**src/rtl/cp0_ctrl_pkg.sv**
```systemverilog
`default_nettype none
// ============================================================================
//  Module      : cp0_ctrl_pkg
//  Description : Shared CP0 definitions: exception codes, register numbers,
//                SR/Cause bit positions, FSM state encodings.
//  Revision    : 1.0 - initial release
// ============================================================================
package cp0_ctrl_pkg;

    // Exception codes in the 6-bit {valid, ExcCode} form
    localparam logic [5:0] EXC_NONE = 6'h00;
    localparam logic [5:0] EXC_PCAD = 6'h24;
    localparam logic [5:0] EXC_DRAD = 6'h24;
    localparam logic [5:0] EXC_DWAD = 6'h25;
    localparam logic [5:0] EXC_ILOP = 6'h2A;
    localparam logic [5:0] EXC_OVER = 6'h2C;

    // CP0 register numbers
    localparam logic [4:0] REG_SR    = 5'd12;
    localparam logic [4:0] REG_CAUSE = 5'd13;
    localparam logic [4:0] REG_EPC   = 5'd14;
    localparam logic [4:0] REG_PRID  = 5'd15;

    // SR / Cause bit positions
    localparam int unsigned SR_IE       = 0;
    localparam int unsigned SR_EXL      = 1;
    localparam int unsigned SR_IM_LO    = 10;
    localparam int unsigned SR_IM_HI    = 15;
    localparam int unsigned CAUSE_BD    = 31;
    localparam int unsigned CAUSE_IP_LO = 10;
    localparam int unsigned CAUSE_EXC_LO = 2;

    // Blackout FSM states
    localparam logic [0:0] ST_NORMAL = 1'b0;
    localparam logic [0:0] ST_BLACK  = 1'b1;

    // Values captured into EPC/Cause when a trap is taken
    typedef struct packed {
        logic [31:0] epc;
        logic        bd;
        logic [4:0]  code;
    } trap_info_t;

endpackage : cp0_ctrl_pkg
`default_nettype wire

```
**src/rtl/cp0_ctrl_if.sv**
```systemverilog
`default_nettype none
// ============================================================================
//  Module      : cp0_ctrl_if
//  Description : M-stage to CP0 bus: exception/eret/mtc0 inputs, interrupt
//                lines, and the flush/redirect/read-back outputs.
//  Revision    : 1.0 - initial release
// ============================================================================
interface cp0_ctrl_if;
    logic [5:0]  exception;
    logic [31:0] pcm;
    logic        bdm;
    logic        valid_m;
    logic [5:0]  hw_int;
    logic        we;
    logic        eret_m;
    logic [4:0]  addr;
    logic [31:0] din;
    logic [31:0] dout;
    logic [31:0] epc;
    logic        general_flush;
    logic        redirect;
    logic [31:0] next_pc;
    logic        exl;

    // Pipeline side
    modport master (
        output exception, pcm, bdm, valid_m, hw_int, we, eret_m, addr, din,
        input  dout, epc, general_flush, redirect, next_pc, exl
    );

    // CP0 side
    modport slave (
        input  exception, pcm, bdm, valid_m, hw_int, we, eret_m, addr, din,
        output dout, epc, general_flush, redirect, next_pc, exl
    );
endinterface : cp0_ctrl_if
`default_nettype wire

```
**src/rtl/cp0_ctrl_regfile.sv**
```systemverilog
`default_nettype none
// ============================================================================
//  Module      : cp0_ctrl_regfile
//  Description : SR / Cause / EPC storage with PRId constant and read mux.
//  Revision    : 1.0 - initial release
// ============================================================================
module cp0_ctrl_regfile
    import cp0_ctrl_pkg::*;
#(
    parameter logic [31:0] PRID = 32'h4D49_5053
) (
    input  wire logic        clock,
    input  wire logic        reset,
    input  wire logic [5:0]  hw_int,
    input  wire logic        trap,
    input  wire trap_info_t  trap_info,
    input  wire logic        eret,
    input  wire logic        wr_en,
    input  wire logic [4:0]  addr,
    input  wire logic [31:0] din,
    output      logic [31:0] dout,
    output      logic [5:0]  im,
    output      logic        exl,
    output      logic        ie,
    output      logic [31:0] epc
);

    logic [5:0]  r_im;
    logic        r_exl;
    logic        r_ie;
    logic        r_bd;
    logic [5:0]  r_ip;
    logic [4:0]  r_code;
    logic [31:0] r_epc;
    logic [31:0] w_sr;
    logic [31:0] w_cause;

    // Register update: trap capture beats eret, eret beats mtc0; IP always tracks lines
    always_ff @(posedge clock) begin
        if (reset) begin
            r_im   <= '0;
            r_exl  <= 1'b0;
            r_ie   <= 1'b0;
            r_bd   <= 1'b0;
            r_ip   <= '0;
            r_code <= '0;
            r_epc  <= '0;
        end else begin
            r_ip <= hw_int;
            if (trap) begin
                r_epc  <= trap_info.epc;
                r_bd   <= trap_info.bd;
                r_code <= trap_info.code;
                r_exl  <= 1'b1;
            end else if (eret) begin
                r_exl <= 1'b0;
            end else if (wr_en) begin
                case (addr)
                    REG_SR: begin
                        r_im  <= din[SR_IM_HI:SR_IM_LO];
                        r_exl <= din[SR_EXL];
                        r_ie  <= din[SR_IE];
                    end
                    REG_EPC: r_epc <= din;
                    default: ;
                endcase
            end
        end
    end

    assign w_sr    = {16'b0, r_im, 8'b0, r_exl, r_ie};
    assign w_cause = {r_bd, 15'b0, r_ip, 3'b0, r_code, 2'b0};

    // Combinational mfc0 read; unmapped numbers read as zero
    always_comb begin
        dout = '0;
        case (addr)
            REG_SR:    dout = w_sr;
            REG_CAUSE: dout = w_cause;
            REG_EPC:   dout = r_epc;
            REG_PRID:  dout = PRID;
            default:   dout = '0;
        endcase
    end

    assign im  = r_im;
    assign exl = r_exl;
    assign ie  = r_ie;
    assign epc = r_epc;

endmodule : cp0_ctrl_regfile
`default_nettype wire

```
**src/rtl/cp0_ctrl.sv**
```systemverilog
`default_nettype none
// ============================================================================
//  Module      : cp0_ctrl
//  Description : CP0 exception controller: trap/eret arbitration, flush and
//                redirect generation, post-eret interrupt blackout FSM.
//  Revision    : 1.0 - initial release
// ============================================================================
module cp0_ctrl
    import cp0_ctrl_pkg::*;
#(
    parameter logic [31:0] HANDLER_PC = 32'h0000_4180,
    parameter logic [31:0] PRID       = 32'h4D49_5053,
    parameter int unsigned BLACKOUT   = 1
) (
    input  wire logic clock,
    input  wire logic reset,
    cp0_ctrl_if.slave bus
);

    localparam logic [1:0] BLACK_LOAD = 2'(BLACKOUT - 1);

    logic [0:0]  r_state;
    logic [1:0]  r_cnt;
    logic [5:0]  w_im;
    logic        w_exl;
    logic        w_ie;
    logic [31:0] w_epc;
    logic        w_int_req;
    logic        w_exc_req;
    logic        w_trap;
    logic        w_eret;
    logic        w_mtc0;
    trap_info_t  w_info;

    // Interrupts need IE, no EXL, an enabled pending line and no blackout
    assign w_int_req = w_ie & ~w_exl & (|(bus.hw_int & w_im)) & (r_state == ST_NORMAL);
    assign w_exc_req = bus.exception[5] & ~w_exl;
    assign w_trap    = bus.valid_m & (w_int_req | w_exc_req);
    assign w_eret    = bus.valid_m & bus.eret_m & ~w_trap;
    assign w_mtc0    = bus.valid_m & bus.we & ~w_trap & ~bus.eret_m;

    // Delay-slot victims restart at the branch; interrupt takes precedence
    assign w_info.epc  = bus.bdm ? (bus.pcm - 32'd4) : bus.pcm;
    assign w_info.bd   = bus.bdm;
    assign w_info.code = w_int_req ? 5'd0 : bus.exception[4:0];

    cp0_ctrl_regfile #(
        .PRID (PRID)
    ) u_regfile (
        .clock     (clock),
        .reset     (reset),
        .hw_int    (bus.hw_int),
        .trap      (w_trap),
        .trap_info (w_info),
        .eret      (w_eret),
        .wr_en     (w_mtc0),
        .addr      (bus.addr),
        .din       (bus.din),
        .dout      (bus.dout),
        .im        (w_im),
        .exl       (w_exl),
        .ie        (w_ie),
        .epc       (w_epc)
    );

    // Blackout FSM: eret (re)loads the counter, BLACK counts down to NORMAL
    always_ff @(posedge clock) begin
        if (reset) begin
            r_state <= ST_NORMAL;
            r_cnt   <= '0;
        end else if (w_eret) begin
            r_state <= ST_BLACK;
            r_cnt   <= BLACK_LOAD;
        end else if (r_state == ST_BLACK) begin
            if (r_cnt == 2'd0) begin
                r_state <= ST_NORMAL;
            end else begin
                r_cnt <= r_cnt - 2'd1;
            end
        end
    end

    // Reset suppresses any same-cycle flush so a held reset never redirects
    assign bus.general_flush = ~reset & (w_trap | w_eret);
    assign bus.redirect      = ~reset & (w_trap | w_eret);
    assign bus.next_pc       = (~reset & w_eret) ? w_epc : HANDLER_PC;
    assign bus.epc           = w_epc;
    assign bus.exl           = w_exl;

endmodule : cp0_ctrl
`default_nettype wire
```
**src/flat_wrapper.sv**
```systemverilog
// flat-port wrapper written by rule: the top's interface ports become plain ports
module cp0_ctrl_flat import cp0_ctrl_pkg::*;
#(
    parameter logic [31:0] HANDLER_PC = 32'h0000_4180,
    parameter logic [31:0] PRID       = 32'h4D49_5053,
    parameter int unsigned BLACKOUT   = 1
)
  (clock, reset, bus_exception, bus_pcm, bus_bdm, bus_valid_m, bus_hw_int, bus_we, bus_eret_m, bus_addr, bus_din, bus_dout, bus_epc, bus_general_flush, bus_redirect, bus_next_pc, bus_exl);
  cp0_ctrl_if bus_i ();
  input  wire logic clock;
  input  wire logic reset;
  input wire logic [$bits(bus_i.exception)-1:0] bus_exception;
  input wire logic [$bits(bus_i.pcm)-1:0] bus_pcm;
  input wire logic [$bits(bus_i.bdm)-1:0] bus_bdm;
  input wire logic [$bits(bus_i.valid_m)-1:0] bus_valid_m;
  input wire logic [$bits(bus_i.hw_int)-1:0] bus_hw_int;
  input wire logic [$bits(bus_i.we)-1:0] bus_we;
  input wire logic [$bits(bus_i.eret_m)-1:0] bus_eret_m;
  input wire logic [$bits(bus_i.addr)-1:0] bus_addr;
  input wire logic [$bits(bus_i.din)-1:0] bus_din;
  output wire logic [$bits(bus_i.dout)-1:0] bus_dout;
  output wire logic [$bits(bus_i.epc)-1:0] bus_epc;
  output wire logic [$bits(bus_i.general_flush)-1:0] bus_general_flush;
  output wire logic [$bits(bus_i.redirect)-1:0] bus_redirect;
  output wire logic [$bits(bus_i.next_pc)-1:0] bus_next_pc;
  output wire logic [$bits(bus_i.exl)-1:0] bus_exl;
  assign bus_i.exception = bus_exception;
  assign bus_i.pcm = bus_pcm;
  assign bus_i.bdm = bus_bdm;
  assign bus_i.valid_m = bus_valid_m;
  assign bus_i.hw_int = bus_hw_int;
  assign bus_i.we = bus_we;
  assign bus_i.eret_m = bus_eret_m;
  assign bus_i.addr = bus_addr;
  assign bus_i.din = bus_din;
  assign bus_dout = bus_i.dout;
  assign bus_epc = bus_i.epc;
  assign bus_general_flush = bus_i.general_flush;
  assign bus_redirect = bus_i.redirect;
  assign bus_next_pc = bus_i.next_pc;
  assign bus_exl = bus_i.exl;
  cp0_ctrl #(.HANDLER_PC(HANDLER_PC), .PRID(PRID), .BLACKOUT(BLACKOUT)) u_core (.clock(clock), .reset(reset), .bus(bus_i));
endmodule
```
**config.mk**
```make
export PLATFORM = sky130hd
export DESIGN_NAME = cp0_ctrl_flat
export DESIGN_NICKNAME = d
export VERILOG_FILES = /design/src/rtl/cp0_ctrl_pkg.sv /design/src/rtl/cp0_ctrl_if.sv /design/src/rtl/cp0_ctrl_regfile.sv /design/src/rtl/cp0_ctrl.sv /design/src/flat_wrapper.sv
export SDC_FILE = /design/constraint.sdc
export NUM_CORES = 1
export LEC_CHECK = 0
export CELL_PAD_IN_SITES_DETAIL_PLACEMENT = 1
export CELL_PAD_IN_SITES_GLOBAL_PLACEMENT = 1
export CORE_UTILIZATION = 30
export CTS_CLUSTER_SIZE = 16
export DETAILED_ROUTE_END_ITERATION = 8
export GPL_TIMING_DRIVEN = 0
export PLACE_DENSITY = 0.91
export REMOVE_ABC_BUFFERS = 1
export SLEW_MARGIN = 15
export SYNTH_ARGS = -nofsm -noshare
export SYNTH_HDL_FRONTEND = slang
export SYNTH_SLANG_ARGS = --single-unit
```
**constraint.sdc**
```tcl
create_clock -name clock -period 4.3 [get_ports clock]
set_input_delay 0.645 -clock clock [delete_from_list [all_inputs] [get_ports clock]]
set_output_delay 0.645 -clock clock [all_outputs]
set_load 0.01 [all_outputs]
```
==> out/results.ini, run 1 <==
[critical_path]
cp_top_family=buffers and inverters
timing.critical_path.required_ns=3.65
cp-start-kind=input port
critical_path_depth=5
r2r.worst_path.cells=6
critPathKind=in -> out
setup.reg_to_reg.worst_slack_ns=2.08
critPathCaptureType=output port
critical_path_peak_fanout=15
critical_path.n_buffers_inverters=2
cp_max_delay_cell=sky130_fd_sc_hd__clkdlybuf4s50_1
critical-path-max-stage-delay_ns=0.89
worst-endpoint-arrival_ns=3.15
timing.critical_path.mode_cell=sky130_fd_sc_hd__clkdlybuf4s50_1
critical_path.cell_chain=clkdlybuf4s50_1, nand2b_1, nor2_2, and2_1, clkdlybuf4s50_1

[place]
post-dp-hpwl_um=10700
place_congestion=0.847
post-place-ws_ns=-0.181
port-buffer-count=185
instance_count_after_placement_with_tap_cells_included=760

[timing]
final-max-slew-violation-count=0
top_achievable_clock_speed_mhz=264
final_min_period_over_clock_period=0.882
max_slew.worst_pin.slew_ns=1.21
max-slew-margin-rel=0.192
rsz0062_at_grt=no
finish_stage_setup_viols=0
clock_skew_ns=0.00587
finalWorstSetupSlack_ns=0.507
final_period_minus_worst_setup_slack_ns=3.79
hold_violations=0

[yosys]
postSynthRegisterBits=55
synth_warnings=0
post_synth_num_cell_types=51
synth_area_leaders=sky130_fd_sc_hd__dfxtp_1 (30%), sky130_fd_sc_hd__nor2_1 (7.3%), sky130_fd_sc_hd__and2_1 (7.1%)
synth_area_um2=3630
post_synth.cell_area_avg_um2=7.91
synth_top_area_frac=0.303
post-synth-top-area-cell=sky130_fd_sc_hd__dfxtp_1
sequential_share_of_the_synthesized_area=0.303
netlist_instances=459

[hold_path]
hold_path_class=reg -> reg
min_delay_path_depth=2

[drt]
drtAntennaViolNets=0
detail_route.wl_per_cell_um=18.5
vias_per_cell=5.26
first_drt_pass_iteration_count=6
detail_route.drc_violations=15
detailedRoute.firstIterationViolations=162
wirelength_um=14200
num_vias=4043

[die]
floorplan.core_area_um2=11600
chipHeight_um=112
fp-row-count=39
fp.dieArea_um2=12600
ioPinCount=186
floorplan.die.width_um=112
floorplan.initialDensity=0.313

[clock_network]
clk_latency_ns=0.29
cts_tree=yes
htree_num_levels=2
clk_path_buf_depth=2
cts-buffers-inserted=5
clock_sinks=55
cts.repair.resized=1
path_clk_slew_ns=0.07
cts-root-buf=sky130_fd_sc_hd__clkbuf_16
post_cts_buffers=0
cts_hold_buffers=0

[finish]
proportion_of_layout_cells_with_a_drive_suffix_above_1=0.0719
final_cell_count_no_fill=769
area_growth_syn_to_layout_pct=58.7
insertedDiodeCount=0
final_nets=714
util_after_layout=0.496

[outcome]
outcome=finished with violations
failing_checks=design-rule violations

[power]
p_leak_nw=2.00
power_mw=1.37
vdd_ir_drop_max_uv=157
power_density_nw_per_um2=237

[global_routing]
grt_start_max_net_pins=38
first_pass_grt_wire_length_um=22700
vias_in_the_first_global_route=4371
antenna_found_initial=0
grt_overflow=0
combined_global_route_utilization_of_all_metal_layers=0.227

[flow_run]
timing.max_cap.violations=0

-- registers in the layout, indices dropped and copies added, names as in the netlist --
| register | count |
|---|---|
| u_core.u_regfile.epc | 32 |
| u_core.u_regfile.im | 6 |
| u_core.u_regfile.r_ip | 6 |
| u_core.u_regfile.r_code | 5 |
| u_core.r_cnt | 2 |
| u_core.r_state | 1 |
| u_core.u_regfile.exl | 1 |
| u_core.u_regfile.ie | 1 |
| u_core.u_regfile.r_bd | 1 |
-- synthesized netlist by cell type, drive strengths merged --
master and number:
and2 41, nand2 64, and4b 1, a21boi 1, a22oi 12, or3 3, a21oi 28, xnor2 25
nand3b 4, nor3 17, ha 2, a2111oi 1, a21bo 1, a31oi 1, nand2b 5, o21a 1
dfxtp 55, clkbuf 22, nor2b 12, or3b 1, nor4 7, nand3 3, a31o 4, inv 5
a221oi 14, nor2 71, nor3b 2, a211oi 6, mux2i 12, a311oi 11, o21ba 1, buf 9
nand4 5, o21ai 4, xor2 5, and3 3
-- area by class of cell --
type,count,area (µm²)
Sequential cell,55,1100
Fill cell,1403,5850
Multi-Input combinational cell,368,2370
Inverter,5,18.8
Tap cell,143,179
Timing Repair Buffer,190,1930
Clock buffer,5,125
Clock inverter,3,46.3
-- layout by cell type, fill, tap and decap left out, types with 3 or more instances in the layout --
master	n
sky130_fd_sc_hd__mux2i_1	12
sky130_fd_sc_hd__a221oi_2	8
sky130_fd_sc_hd__clkdlybuf4s50_1	183
sky130_fd_sc_hd__and3_1	3
sky130_fd_sc_hd__xnor2_1	25
sky130_fd_sc_hd__inv_1	5
sky130_fd_sc_hd__a31o_2	3
sky130_fd_sc_hd__o21ai_0	4
sky130_fd_sc_hd__nand2_1	64
sky130_fd_sc_hd__a22oi_1	12
sky130_fd_sc_hd__nor2b_1	11
sky130_fd_sc_hd__a21oi_1	28
sky130_fd_sc_hd__a311oi_1	11
sky130_fd_sc_hd__and2_1	41
sky130_fd_sc_hd__nor3_1	13
sky130_fd_sc_hd__clkbuf_16	5
sky130_fd_sc_hd__nand2b_1	5
sky130_fd_sc_hd__xor2_1	5
sky130_fd_sc_hd__nor3_4	3
sky130_fd_sc_hd__nand3b_1	3
sky130_fd_sc_hd__nor4_1	5
sky130_fd_sc_hd__dfxtp_1	55
sky130_fd_sc_hd__nor2_1	70
sky130_fd_sc_hd__a221oi_1	6
sky130_fd_sc_hd__a211oi_1	5
-- power breakdown --
group | internal [mW] | leakage [nW] | switching [mW]
sequential | 0.538 | 0.451 | 0.0258
combinational | 0.178 | 1.47 | 0.147
clock | 0.278 | 0.0804 | 0.200
-- stage by stage --
stage	setup TNS, ns	instance area [µm²]	hold slack, ns
floorplan	0	3470	0.430
global placement	-86.85	5500	0.454
detailed placement	-1.66	5560	0.460
CTS	0	5730	0.471
global route	0	5760	0.479
finish	0	5760	0.473
-- tightest hold or removal path, cell delays in order, from the launching register on --
cell and delay, ns:
sky130_fd_sc_hd__dfxtp_1 0.32, sky130_fd_sc_hd__nand2_1 0.05, sky130_fd_sc_hd__a21oi_1 0.05
-- metal layers --
layer / wire length [µm] / GRT usage / vias up
met5: 0 / 0 / -
met4: 223 / 0.0596 / 0
met2: 7320 / 0.427 / 150
li1: - / - / 1920
met1: 5820 / 0.262 / 1949
met3: 829 / 0.0443 / 24
-- kinds of logic after synthesis --
kind of cell,share of synthesized area
AND/OR/NAND/NOR,0.349
AO/OA/AOI/OAI,0.186
flip-flops,0.303
buffers and inverters,0.0499
XOR/XNOR,0.0723
multiplexers,0.0331
adder cells (fa/ha/maj),0.00689
-- final timing paths --
path	startpoint	endpoint
max	bus_addr[1]	bus_dout[7]
min	u_core.u_regfile.r_bd$_SDFFE_PP0N_	u_core.u_regfile.r_bd$_SDFFE_PP0N_
max reg2reg	u_core.u_regfile.exl$_SDFFE_PP0P_	u_core.u_regfile.epc[27]$_SDFFE_PP0P_
min reg2reg	u_core.u_regfile.r_bd$_SDFFE_PP0N_	u_core.u_regfile.r_bd$_SDFFE_PP0N_
Power figures use the tool's default switching activity.
==> run 2, diff against run 1 <==
--- a/config.mk
+++ b/config.mk
@@ -7,11 +7,11 @@
 export LEC_CHECK = 0
 export CELL_PAD_IN_SITES_DETAIL_PLACEMENT = 1
 export CELL_PAD_IN_SITES_GLOBAL_PLACEMENT = 1
-export CORE_UTILIZATION = 30
+export CORE_UTILIZATION = 28
 export CTS_CLUSTER_SIZE = 16
 export DETAILED_ROUTE_END_ITERATION = 8
 export GPL_TIMING_DRIVEN = 0
-export PLACE_DENSITY = 0.91
+export PLACE_DENSITY = 0.86
 export REMOVE_ABC_BUFFERS = 1
 export SLEW_MARGIN = 15
 export SYNTH_ARGS = -nofsm -noshare
==> constraint.sdc (replaced) <==
create_clock -name clock -period 4.35 [get_ports clock]
set_input_delay 0.6525 -clock clock [delete_from_list [all_inputs] [get_ports clock]]
set_output_delay 0.6525 -clock clock [all_outputs]
set_load 0.01 [all_outputs]
==> run 2 against run 1 <==
- the run now ends clean
- setup slack got worse by 0.013 ns
- clock-buffer cell count unchanged
- clock power fell by 13%
- hold slack improved by 0.0028 ns
- final area rose by 0.26%
- non-clock buffer count is 1 higher
- core utilization down 3.8 points
- register-to-register slack gained 0.08 ns
- critical path type unchanged
- clock skew about the same
- critical path depth unchanged
==> out/results.ini, run 2 (same netlist as run 1, synthesis figures left out) <==
[place]
place_congestion=0.754
placedInstanceArea_um2=5610
port-buffer-count=185
post-dp-hpwl_um=10800
instance_count_after_placement_with_tap_cells_included=790

[critical_path]
critPathCaptureType=output port
critical_path_peak_fanout=15
worst-endpoint-arrival_ns=3.20
critPathKind=in -> out
timing.critical_path.required_ns=3.70
cp-start-kind=input port

[clock_network]
clk_latency_ns=0.29
cts-buffers-inserted=5
clk_path_buf_depth=2
clock_sinks=55
htree_num_levels=2
post_cts_buffers=0
cts-root-buf=sky130_fd_sc_hd__clkbuf_16
cts_tree=yes
path_clk_slew_ns=0.08

[finish]
final_nets=715
area_growth_syn_to_layout_pct=59.1
insertedDiodeCount=0
mostFrequentLayoutCells=sky130_fd_sc_hd__clkdlybuf4s50_1 (183), sky130_fd_sc_hd__nor2_1 (70), sky130_fd_sc_hd__nand2_1 (64), sky130_fd_sc_hd__dfxtp_1 (55), sky130_fd_sc_hd__and2_1 (41)
mostFrequentLayoutCell=sky130_fd_sc_hd__clkdlybuf4s50_1
util_after_layout=0.458
finalInstanceArea_um2=5780
proportion_of_layout_cells_with_a_drive_suffix_above_1=0.0734
final_cell_count_no_fill=799
flip_flop_count_of_the_largest_register_after_layout=32

[drt]
first_drt_pass_iteration_count=4
drtAntennaViolNets=0
num_vias=4011
detailedRoute.firstIterationViolations=168
met2_wl_post_dr_um=7310
detail_route.drc_violations=0
routedLengthMet1_um=5800
vias_per_cell=5.02
topRoutingLayerUsed=met4
detail_route.wl_per_cell_um=17.7
wl_met3_um=906
wirelength_um=14200

[die]
chipHeight_um=116
fp-row-count=41
fp.dieArea_um2=13400
floorplan.core_area_um2=12600
floorplan.initialDensity=0.288
ioPinCount=186
floorplan.die.width_um=116

[flow_run]
timing.max_cap.violations=0

[timing]
rsz0062_at_grt=no
worst_hold_slack_ns=0.476
final_period_minus_worst_setup_slack_ns=3.86
max_slew.worst_pin.slew_ns=0.806
clock_skew_ns=0.00547
max-slew-margin-rel=0.462
hold_violations=0
final-max-slew-violation-count=0
final_min_period_over_clock_period=0.886
top_achievable_clock_speed_mhz=259
finish_stage_setup_viols=0

[hold_path]
hold_path_class=reg -> reg

[global_routing]
antenna_found_initial=0
grt_start_max_net_pins=41
first_pass_grt_wire_length_um=21700
grt_overflow=0
vias_in_the_first_global_route=4200
combined_global_route_utilization_of_all_metal_layers=0.209

[outcome]
outcome=finished, final reports clean

[power]
p_leak_nw=1.99
vdd_ir_drop_max_uv=172
power_mw=1.29
power_density_nw_per_um2=223

[run 2: changes by cell type in the layout (fill, tap and decap cells not counted)]
cell / previous run / this run
sky130_fd_sc_hd__bufinv_16: 1 / 0
sky130_fd_sc_hd__nor2b_2: 1 / 0
sky130_fd_sc_hd__buf_2: 1 / 2
sky130_fd_sc_hd__buf_6: 0 / 1
sky130_fd_sc_hd__nor2b_1: 11 / 12
sky130_fd_sc_hd__dlymetal6s2s_1: 1 / 0
sky130_fd_sc_hd__clkinvlp_4: 1 / 2
[run 2: layout make-up]
type                       count  area, µm²
fill                        1517       6840
tap                          172        215
clock buffer                   5        125
clock inverter                 3       23.8
multi-input combinational    368       2360
sequential                    55       1100
inverter                       5       18.8
timing repair buffer         191       1930
[run 2: final timing paths]
kind / startpoint / end / slack, ns / depth (start not counted)
min: u_core.u_regfile.r_bd$_SDFFE_PP0N_ / u_core.u_regfile.r_bd$_SDFFE_PP0N_ / 0.48 / 2
max reg2reg: u_core.u_regfile.exl$_SDFFE_PP0P_ / u_core.u_regfile.epc[29]$_SDFFE_PP0P_ / 2.16 / 6
min reg2reg: u_core.u_regfile.r_bd$_SDFFE_PP0N_ / u_core.u_regfile.r_bd$_SDFFE_PP0N_ / 0.48 / 2
max: bus_addr[1] / bus_dout[3] / 0.49 / 5
[run 2: worst max-delay path, cell delays in order]
cell	delay, ns
sky130_fd_sc_hd__clkdlybuf4s50_1	0.92
sky130_fd_sc_hd__nor2b_1	0.73
sky130_fd_sc_hd__a22oi_1	0.21
sky130_fd_sc_hd__nor2_1	0.13
sky130_fd_sc_hd__clkdlybuf4s50_1	0.55
[run 2: per-stage QoR]
step,setup slack [ns],TNS [ns]
after CTS,0.114,0
after floorplan,1.15,0
final,0.494,0
after global placement,-2.46,-85.31
after detailed placement,-0.173,-1.71
after global routing,0.364,0
[run 2: timing repair]
action,in CTS,in global routing
hold buffers,0,0
setup endpoints to repair,11,0
gates resized for setup,1,0
[run 2: power breakdown]
group / switching (mW) / internal [mW] / total, mW
Combinational: 0.144 / 0.175 / 0.319
Clock: 0.200 / 0.216 / 0.416
Sequential: 0.0250 / 0.531 / 0.556
[run 2: per-layer routing]
| layer | vias up | track usage |
|---|---|---|
| met5 | - | 0 |
| li1 | 1920 | - |
| met4 | 0 | 0.0470 |
| met2 | 149 | 0.404 |
| met3 | 8 | 0.0403 |
| met1 | 1934 | 0.233 |
==> run 3, diff against run 2 <==
--- a/config.mk
+++ b/config.mk
@@ -11,7 +11,7 @@
 export CTS_CLUSTER_SIZE = 16
 export DETAILED_ROUTE_END_ITERATION = 8
 export GPL_TIMING_DRIVEN = 0
-export PLACE_DENSITY = 0.86
+export PLACE_DENSITY = 0.82
 export REMOVE_ABC_BUFFERS = 1
 export SLEW_MARGIN = 15
 export SYNTH_ARGS = -nofsm -noshare
==> run 3 against run 2 <==
- cell count shrank 0.13%
- fmax down 1.3%
- clock skew is 0.00057 ns higher
- sequential share of layout area about the same
- clock-buffer cell count unchanged
- combinational power hardly changed
- critical path type unchanged
- largest cell class unchanged
==> out/results.ini, run 3 (same netlist as run 1, synthesis figures left out) <==
[timing]
clock_skew_ns=0.00604
rsz0062_at_grt=no
top_achievable_clock_speed_mhz=256
finish_stage_setup_viols=0
final_period_minus_worst_setup_slack_ns=3.91
max_slew.worst_pin.slew_ns=0.872
final-max-slew-violation-count=0
setup-tns-final_ns=0
finalWorstSetupSlack_ns=0.445
final_min_period_over_clock_period=0.898
hold_violations=0
max-slew-margin-rel=0.417

[clock_network]
cts_tree=yes
path_clk_slew_ns=0.08
clk_latency_ns=0.30
cts-buffers-inserted=5
clk_path_buf_depth=2
clock_sinks=55
htree_num_levels=2
cts-root-buf=sky130_fd_sc_hd__clkbuf_16

[drt]
wirelength_um=14100
vias_per_cell=4.96
detail_route.wl_per_cell_um=17.7
first_drt_pass_iteration_count=4
num_vias=3957
detail_route.drc_violations=0
drtAntennaViolNets=0
detailedRoute.firstIterationViolations=132

[global_routing]
groute.layer.met1.usage=0.251
first_pass_grt_wire_length_um=22200
grt_overflow=0
gr-usage-met2=0.392
antenna_found_initial=0
met3_resource_use_gr=0.0471
vias_in_the_first_global_route=4308
grt_start_max_net_pins=38
combined_global_route_utilization_of_all_metal_layers=0.212
grt_busiest_layer=met2

[die]
floorplan.die.width_um=116
ioPinCount=186
fp-row-count=41
floorplan.core_area_um2=12600
floorplan.initialDensity=0.288
fp.dieArea_um2=13400
chipHeight_um=116

[power]
cell_internal_pwr_uw=981
net-switching-power_uw=377
switching_share=0.278
power.sequential.fraction=0.410
p_leak_nw=1.99
vdd_ir_drop_max_uv=185
power_frac_comb=0.234
power_density_nw_per_um2=235
p_clk_frac=0.356

[critical_path]
critical_path_peak_fanout=15
regToRegStartpoint=u_core.u_regfile.exl$_SDFFE_PP0P_
cp-start-kind=input port
worst-endpoint-arrival_ns=3.25
timing.critical_path.required_ns=3.70
critPathKind=in -> out
critPathCaptureType=output port
worstSetupStartpoint=bus_addr[1]

[place]
post-dp-hpwl_um=10500
placedInstanceArea_um2=5590
port-buffer-count=185
post-place-ws_ns=-0.172
place_congestion=0.733

[finish]
flip_flop_count_of_the_largest_register_after_layout=32
mostFrequentLayoutCell=sky130_fd_sc_hd__clkdlybuf4s50_1
insertedDiodeCount=0
finalInstanceArea_um2=5790
final_nets=714
proportion_of_layout_cells_with_a_drive_suffix_above_1=0.0719
util_after_layout=0.459
area_growth_syn_to_layout_pct=59.4
mostFrequentLayoutCells=sky130_fd_sc_hd__clkdlybuf4s50_1 (183), sky130_fd_sc_hd__nor2_1 (70), sky130_fd_sc_hd__nand2_1 (64), sky130_fd_sc_hd__dfxtp_1 (55), sky130_fd_sc_hd__and2_1 (41)
filler_cell_count=1538

[flow_run]
timing.max_cap.violations=0

[hold_path]
hold_path_class=reg -> reg
hold_path.startpoint=u_core.u_regfile.r_bd$_SDFFE_PP0N_

[outcome]
outcome=finished, final reports clean

run 3: changes by cell type in the layout (fill, tap and decap cells not counted):
cell and delta:
sky130_fd_sc_hd__clkinvlp_4 -1, sky130_fd_sc_hd__bufinv_16 +1, sky130_fd_sc_hd__buf_6 -1
run 3: area by class of cell:
cell class | count | area (µm²) | area share
Tap cell | 172 | 215 | 0.0372
Clock buffer | 5 | 125 | 0.0216
Clock inverter | 3 | 46.3 | 0.00799
Multi-Input combinational cell | 368 | 2360 | 0.408
Sequential cell | 55 | 1100 | 0.190
Timing Repair Buffer | 190 | 1920 | 0.331
Inverter | 5 | 18.8 | 0.00324
run 3: path summary, 6_finish.rpt:
kind | cells after the start | slack, ns | endpoint
max | 5 | 0.44 | bus_dout[31]
min | 2 | 0.49 | u_core.u_regfile.r_bd$_SDFFE_PP0N_
max reg2reg | 6 | 2.02 | u_core.u_regfile.epc[30]$_SDFFE_PP0P_
min reg2reg | 2 | 0.49 | u_core.u_regfile.r_bd$_SDFFE_PP0N_
run 3: power by group through the flow:
stage	combinational, mW	clock (mW)	sequential, mW
CTS	0.319	0.492	0.557
global placement	0.306	0	0.566
detailed placement	0.317	0	0.568
floorplan	0.106	0	0.571
global route	0.347	0.512	0.561
finish	0.318	0.484	0.556
run 3: through the flow:
step / cells / hold slack, ns / total power, mW
after floorplan: 428 / 0.430 / 0.677
after global placement: 785 / 0.453 / 0.872
after detailed placement: 789 / 0.487 / 0.885
after CTS: 797 / 0.497 / 1.37
after global routing: 798 / 0.515 / 1.42
final: 798 / 0.486 / 1.36
run 3: worst max-delay path: stages:
cell and delay (ns):
sky130_fd_sc_hd__clkdlybuf4s50_1 0.91, sky130_fd_sc_hd__nor2b_1 0.78, sky130_fd_sc_hd__a22oi_1 0.22, sky130_fd_sc_hd__nor2_1 0.13
sky130_fd_sc_hd__clkdlybuf4s50_1 0.55
run 3: layer usage:
layer  wire (µm)  part of all wire
met1        6000              0.42
met2        7140              0.51
met3         907             0.064
met4          71            0.0050
met5           0                 0
run 3: repair_timing:
item,CTS,global route
setup buffers,0,0
endpoints found under the setup margin,11,0
resized for setup,1,0
hold buffers,0,0
